<file path="config.mk">
export PLATFORM = sky130hd
export DESIGN_NAME = incline_cond
export DESIGN_NICKNAME = d
export VERILOG_FILES = /design/src/rtl/incline_cond.sv
export SDC_FILE = /design/constraint.sdc
export NUM_CORES = 1
export LEC_CHECK = 0
export ABC_AREA = 1
export BUFFER_PORTS_ARGS = -buffer_cell sky130_fd_sc_hd__buf_2
export CAP_MARGIN = 10
export CORE_ASPECT_RATIO = 1.2
export CORE_MARGIN = 1
export CORE_UTILIZATION = 40
export CTS_BUF_LIST = sky130_fd_sc_hd__clkbuf_4
export DETAILED_ROUTE_END_ITERATION = 8
export SYNTH_ARGS = -nofsm -noshare
export SYNTH_HDL_FRONTEND = slang
export SYNTH_SLANG_ARGS = --single-unit
</file>
<file path="constraint.sdc">
create_clock -name clk -period 2.5 [get_ports clk]
set_input_delay 0.25 -clock clk [delete_from_list [all_inputs] [get_ports clk]]
set_output_delay 0.25 -clock clk [all_outputs]
set_load 0.02 [all_outputs]
</file>
<file path="src/rtl/incline_cond.sv">
// Incline conditioning: exponential smoothing of raw incline samples, saturation
// to a 10-bit signed range, and a stale-data watchdog when samples stop arriving.
module incline_cond #(
  parameter int FAST_SIM  = 0,
  parameter int AVG_SHIFT = 4   // smoothing weight 1/2^AVG_SHIFT, usable range 2..6
) (
  input  logic        clk,
  input  logic        rst_n,
  input  logic        vld,
  input  logic [12:0] incline,
  output logic [12:0] avg_incline,
  output logic [9:0]  incline_sat,
  output logic        avg_vld,
  output logic        stale,
  output logic [1:0]  dbg_state
);

  localparam int AW = 13 + AVG_SHIFT;
  localparam int CW = (FAST_SIM != 0) ? 12 : 20;

  localparam logic signed [12:0] SAT_HI = 13'sd511;
  localparam logic signed [12:0] SAT_LO = -13'sd512;

  // Handshake: vld is a single-cycle strobe qualifying incline in that cycle;
  // avg_vld pulses for one cycle after each vld, with outputs already updated.
  typedef enum logic [1:0] {
    IDLE  = 2'd0,
    RUN   = 2'd1,
    STALE = 2'd2
  } state_t;

  state_t                 state_q, state_d;
  logic signed [AW-1:0]   accum_q, accum_d;
  logic        [CW-1:0]   cnt_q, cnt_d;
  logic        [12:0]     avg_q, avg_d;
  logic        [9:0]      sat_q, sat_d;
  logic                   avg_vld_q, avg_vld_d;
  logic                   stale_q, stale_d;

  logic signed [AW-1:0]   accum_shr;
  logic signed [AW-1:0]   sample_ext;
  logic signed [AW-1:0]   seed_val;
  logic signed [AW-1:0]   run_val;
  logic signed [12:0]     avg_new;
  logic                   wd_term;
  logic                   new_sample;

  // Accumulator holds avg scaled by 2^AVG_SHIFT, so the top 13 bits are the average.
  assign accum_shr  = accum_q >>> AVG_SHIFT;
  assign sample_ext = {{AVG_SHIFT{incline[12]}}, incline};
  assign seed_val   = {incline, {AVG_SHIFT{1'b0}}};
  assign run_val    = accum_q - accum_shr + sample_ext;
  assign wd_term    = (cnt_q == {CW{1'b1}});

  always_comb begin
    state_d    = state_q;
    accum_d    = accum_q;
    cnt_d      = cnt_q;
    stale_d    = stale_q;
    new_sample = 1'b0;
    case (state_q)
      IDLE, STALE: begin
        if (vld) begin
          accum_d    = seed_val;
          cnt_d      = '0;
          state_d    = RUN;
          stale_d    = 1'b0;
          new_sample = 1'b1;
        end
      end
      RUN: begin
        // A sample arriving on the terminal-count cycle keeps the stream alive.
        if (vld) begin
          accum_d    = run_val;
          cnt_d      = '0;
          new_sample = 1'b1;
        end else if (wd_term) begin
          state_d = STALE;
          stale_d = 1'b1;
        end else begin
          cnt_d = cnt_q + 1'b1;
        end
      end
      default: begin
        state_d = IDLE;
        stale_d = 1'b1;
      end
    endcase
  end

  always_comb begin
    avg_new   = accum_d[AW-1:AVG_SHIFT];
    avg_d     = avg_q;
    sat_d     = sat_q;
    avg_vld_d = 1'b0;
    if (new_sample) begin
      avg_d     = avg_new;
      avg_vld_d = 1'b1;
      if (avg_new > SAT_HI) begin
        sat_d = 10'h1FF;
      end else if (avg_new < SAT_LO) begin
        sat_d = 10'h200;
      end else begin
        sat_d = avg_new[9:0];
      end
    end
  end

  always_ff @(posedge clk or negedge rst_n) begin
    if (!rst_n) begin
      state_q   <= IDLE;
      accum_q   <= '0;
      cnt_q     <= '0;
      avg_q     <= '0;
      sat_q     <= '0;
      avg_vld_q <= 1'b0;
      stale_q   <= 1'b1;
    end else begin
      state_q   <= state_d;
      accum_q   <= accum_d;
      cnt_q     <= cnt_d;
      avg_q     <= avg_d;
      sat_q     <= sat_d;
      avg_vld_q <= avg_vld_d;
      stale_q   <= stale_d;
    end
  end

  assign avg_incline = avg_q;
  assign incline_sat = sat_q;
  assign avg_vld     = avg_vld_q;
  assign stale       = stale_q;
  assign dbg_state   = state_q;

endmodule

</file>
-- Yosys cells after proc, flatten, opt, wreduce, memory -nomap -nowiden
Cells that the tools add are included.
- flip-flop bits (word level): 64
- bits of input ports: 16
- output and inout bits: 27
- word-level logic and storage cells: 48
- add/subtract/negate cells: 3
- order comparisons: 2
- equality and inequality tests: 8
- muxes and demuxes: 20
- reduce and logical (&&, ||, !) cells: 7
- operators with widths (operator ; number):
    $mux 20 ; 3
    $pmux 20 s2 ; 1
    $mux 17 ; 2
    $pmux 17 s2 ; 1
    $add 20x1->20 const B ; 1
    $eq 20x20->1 const B ; 1
    $mux 10 ; 2
    $add 17x13->17 ; 1
    $sub 17x13->17 ; 1
    $gt 13x10->1 const B ; 1
    $lt 13x10->1 const B ; 1
    $reduce_and 3->1 ; 3
    $ne 2x2->1 const B ; 4
    $mux 1 ; 6
    $mux 2 ; 3
    $pmux 2 s2 ; 1
    $ne 3x3->1 const B ; 1
    $reduce_or 3->1 ; 1
    $eq 2x1->1 const B ; 1
    $eq 2x2->1 const B ; 1
    $logic_not 2->1 ; 1
    $pmux 1 s2 ; 1
    $reduce_bool 2->1 ; 1
    $reduce_or 2->1 ; 1

-- Depth between registers and ports, before layout
- word-level depth: 7
- gate-level depth with buffers: 20
- gate-level depth less buffers: 20

-- Least setup slack after synthesis
OpenSTA, ideal clock, no wires.
- path type: flip-flop to flip-flop
- start: register accum_q[16]
- end: register sat_q[0] (netlist: incline_sat[0])
- library setup time: 0.130 ns
- arrival time: 2.434 ns
- data required time: 2.370 ns
- slack: -0.064 ns
- stages on the path, launching flop included: 16
- buffers on the path: 0
- period minus slack after synthesis: 2.564 ns
- cells stage by stage: dfrtp_1 > fa_1 > inv_1 > ha_1 > nand2_1 > inv_1 > nand2_1 > nand2_1 > a21oi_1 > nand3b_1 > nand3_1 > nand2_1 > nand2_1 > nand3_1 > a21oi_4 > a21oi_1
- word-level cells in the longest chain between the ends: 7
- elaborated cells on any way between the ends: 9
- those cells by class: add/sub (2); order compare (2); mux (5)
- RTL lines (element ; line ; text):
    start, declared ; 33 ; logic signed [AW-1:0] accum_q, accum_d;
    start signal, assigned ; 120 ; accum_q <= accum_d;
    $sub 17x13->17 ; 52 ; assign run_val = accum_q - accum_shr + sample_ext;
    $add 17x13->17 ; 52 ;
    $mux 17 ; 73 ; if (vld) begin
    $pmux 17 s2 (*) ; 61 ; case (state_q)
    $lt 13x10->1 ; 101 ; end else if (avg_new < SAT_LO) begin
    $mux 10 ; 101 ;
    $mux 10 (*) ; 99 ; if (avg_new > SAT_HI) begin
    end signal, assigned ; 123 ; sat_q <= sat_d;
    end, declared ; 36 ; logic [9:0] sat_q, sat_d;
Every way passes the cells marked *; elsewhere a longest branch is shown, timed or not. The select of a mux whose other input is x is not followed.
A chain may end at the register's enable or synchronous reset.

-- Worst setup path in the final report
- start: register accum_q[8]
- end: register sat_q[7] (netlist: incline_sat[7])
- word-level cells in the longest chain between the ends: 7
- elaborated cells on any way between the ends: 9
- those cells by class: add/sub (2); order compare (2); mux (5)
- RTL lines (element ; line):
    $sub 17x13->17 (*) ; 52
    $add 17x13->17 (*) ; 52
    $mux 17 (*) ; 73
    $pmux 17 s2 (*) ; 61
    named net accum_d[15] ; 33
    $lt 13x10->1 ; 101
    $mux 10 ; 101
    $mux 10 (*) ; 99
Mark *: on every way through the listed nets, which the timed path passes. The rest lies on a longest branch. The select of a mux whose other input is x is not followed.

==> metrics <==
CTS tree yes; maximum fanout along the worst path 8; simple-gate share of the synthesized area 25.1%; Final Max Slew Viols 0; I/O Buffers 42; core area 0.0110 sq mm; Net Count, Synth 654; MaxCap Viol Count 0; Crit path depth 18; Sink Count 64; Post-Synth XOR/XNOR Area 2.31%; Compound-Gate Fraction of Synth Area 12.7%; NumNets Final 760; final worst slack -0.261 ns; Tmin final 2.76 ns; register area share after synthesis 35.3%; Worst setup SP type flip-flop; Cell Chain, Critical Path buf_6 > fa_1 > inv_2 > ha_4 > nand2_4 > nor2_4 > nand3_2 > nand2_4 > nand2_2 > nand2_1 > nand2_1 > nand3_2 > nand2_4 > inv_4 > nand3_4 > a21oi_4 > buf_12 > a21oi_2; pin count of the biggest net entering global routing 46; Initial Utilization 41.1%; post-synth cell types 47; clock latency on the worst-skew pair 0.42 ns; Mapped Cells 603; Detail Placement HPWL 9210 microns; Worst EP required 2.81 ns; Die X 99.3 microns; worst reg2reg path depth 18; routed vias 4334; Worst EP arrival 3.07 ns; layout cell share with drive strength beyond 1 42.2%; clock slew at reported path FFs 0.11 ns; drt total wl 13000 microns; Yosys top cell area share 34.7%; Cell Count Post-Placement 814; max incr delay on CP 0.51 ns; maximum clock rate 0.362 GHz; Final Hold Vio Count 0; H-tree levels 3; Syn-to-layout area delta 38.0%; non-filler cells, final 847; Vias/cell 5.12; crit share post-route 110%; unrepaired setup endpoints after global routing yes; largest family of logic cells by synthesized area simple AND/OR/NAND/NOR gates; Least-Margin Pin Slew 0.527 ns; flops & latches, synth 64; top area cells in the synthesized netlist dfrtp_1 (35%), nand2_1 (11%), inv_1 (10%); RePlAce Congestion 0.897; Root Buffer clkbuf_4; FF-to-FF setup slack -0.26 ns; mux share of post-synthesis cell area 0%; CTS Buffer Depth 2; Crit. Startpoint accum_q[8]; cell taking the most area after synthesis dfrtp_1; CP top delay family adder cells; outcome finished with violations; DRT iter0 DRCs 173; die footprint 0.0118 sq mm; reg-to-reg endpoint incline_sat[7]; crit path kind reg2reg; post-synthesis adder-cell area fraction 12.3%; DRT antenna net count 0; Worst Setup EP incline_sat[7]; GRT Util Overall 22.2%; GRT overflow 0; worst reg2reg path startpoint accum_q[8]; Rows 42; cell mode on critical path nand2_4; slew margin rel. 64.8%; mapped cell area 0.00454 sq mm; Avg Inst Size Synth 7.53 sq um; Detailed Routing Iterations Pass 1 4; synthesis warning total 0; final setup vio count 16; wire per inst 15.3 microns; dpl ws -0.453 ns; DRC Markers 0; die height 119 microns; CP Capture Type flip-flop; failing checks setup timing; CP bufs+invs 4; worst min path class in2reg; IO Pins 43; global-route wire length before repair 20600 microns; vias in the first global route 4390; clock skew 0.0111 ns; antenna violations before repair 1; Num CTS Buffers 9; Worst path slowest cell fa_1
## cells in the mapped netlist, drive strengths merged
| library cell | n |
|---|---|
| nor3b | 1 |
| o21bai | 2 |
| nor3 | 7 |
| nor2 | 55 |
| nand4 | 11 |
| dfstp | 1 |
| o32ai | 1 |
| nor4 | 2 |
| dfrtp | 63 |
| ha | 19 |
| or2 | 2 |
| o211ai | 2 |
| o21a | 1 |
| a31o | 1 |
| a21oi | 50 |
| xor2 | 9 |
| inv | 129 |
| buf | 12 |
| o22ai | 6 |
| a31oi | 3 |
| fa | 16 |
| o21ai | 31 |
| clkbuf | 2 |
| and2 | 1 |
| xnor2 | 3 |
| a22oi | 2 |
| nand2 | 147 |
| nand3b | 2 |
| nand3 | 19 |
| a211oi | 1 |
| o31ai | 1 |
| o41ai | 1 |
## worst min-delay path, stage by stage
cell and delay [ns]:
buf_2 0.10, ha_2 0.15, nand2_1 0.04, o21ai_0 0.07
## placed cells by master, fill, tap and decap left out, drive strengths merged, types with 2 or more instances in the layout
cell type,count
nand2,147
inv,129
buf,108
dfrtp,63
nor2,55
a21oi,50
o21ai,31
ha,19
nand3,19
fa,16
clkbuf,12
nand4,11
xor2,9
nor3,7
o22ai,6
xnor2,3
a31oi,3
nand3b,2
o211ai,2
a22oi,2
bufinv,2
or2,2
o21bai,2
nor4,2
clkinv,2
## layout make-up
type | instances | area [sq um]
Clock inverter | 4 | 68.8
Inverter | 129 | 492
Sequential cell | 64 | 1610
Multi-Input combinational cell | 396 | 3070
Antenna cell | 1 | 2.50
Clock buffer | 12 | 90.1
Fill cell | 1019 | 4770
Timing Repair Buffer | 109 | 771
Tap cell | 132 | 165
## state kept, by name, summed over array words and instances, names as in the netlist
name,count
cnt_q,20
dbg_state,2
accum_q,17
avg_vld,1
stale,1
avg_incline,13
incline_sat,10
## worst min-delay path by stage
| stage | cells after the start | start | to | slack [ns] |
|---|---|---|---|---|
| 5_1_grt | 4 | incline[0] | accum_q[0] | 0.25 |
| 4_1_cts | 4 | incline[0] | accum_q[0] | 0.18 |
| 3_5_place_dp | 1 | rst_n | accum_q[1] | 0.24 |
| 2_1_floorplan | 0 | rst_n | accum_q[0] | -0.05 |
| 3_3_place_gp | 1 | rst_n | accum_q[1] | 0.23 |
| 6_report | 4 | incline[0] | accum_q[0] | 0.23 |
## through the flow
stage               utilization (%)  setup TNS [ns]  area [sq um]  hold WS [ns]
floorplan                         -               0          4620       -0.0456
CTS                            52.6           -2.15          5810         0.184
global placement               48.2           -5.62          5320         0.234
global route                   56.8           -5.81          6270         0.254
finish                         56.8           -2.50          6270         0.227
detailed placement             48.2           -6.24          5320         0.242
## cell families after synthesis
group,count (synthesis)
AOI/OAI and AO/OA,102
adders and majority gates,35
DFF,64
buffers and inverters,143
and+or+nand+nor,247
xor gates and xnor gates,12
## timing repair
item	4_1_cts	5_1_grt
hold buffers	1	0
endpoints found under the setup margin	30	34
setup buffers	7	16
pin swaps	29	44
hold endpoints to repair	18	0
resized for setup	75	109
## layer usage
metal / vias up / GRT usage [%] / wire length [microns]
li1: 2093 / - / -
met1: 2093 / 28.0 / 5680
met2: 109 / 36.0 / 6400
met3: 39 / 3.96 / 421
met4: 0 / 11.9 / 473
met5: - / 0 / 0
Power is not shown: default switching activity piles up to over one toggle a cycle in this logic, so the estimate is an artifact.
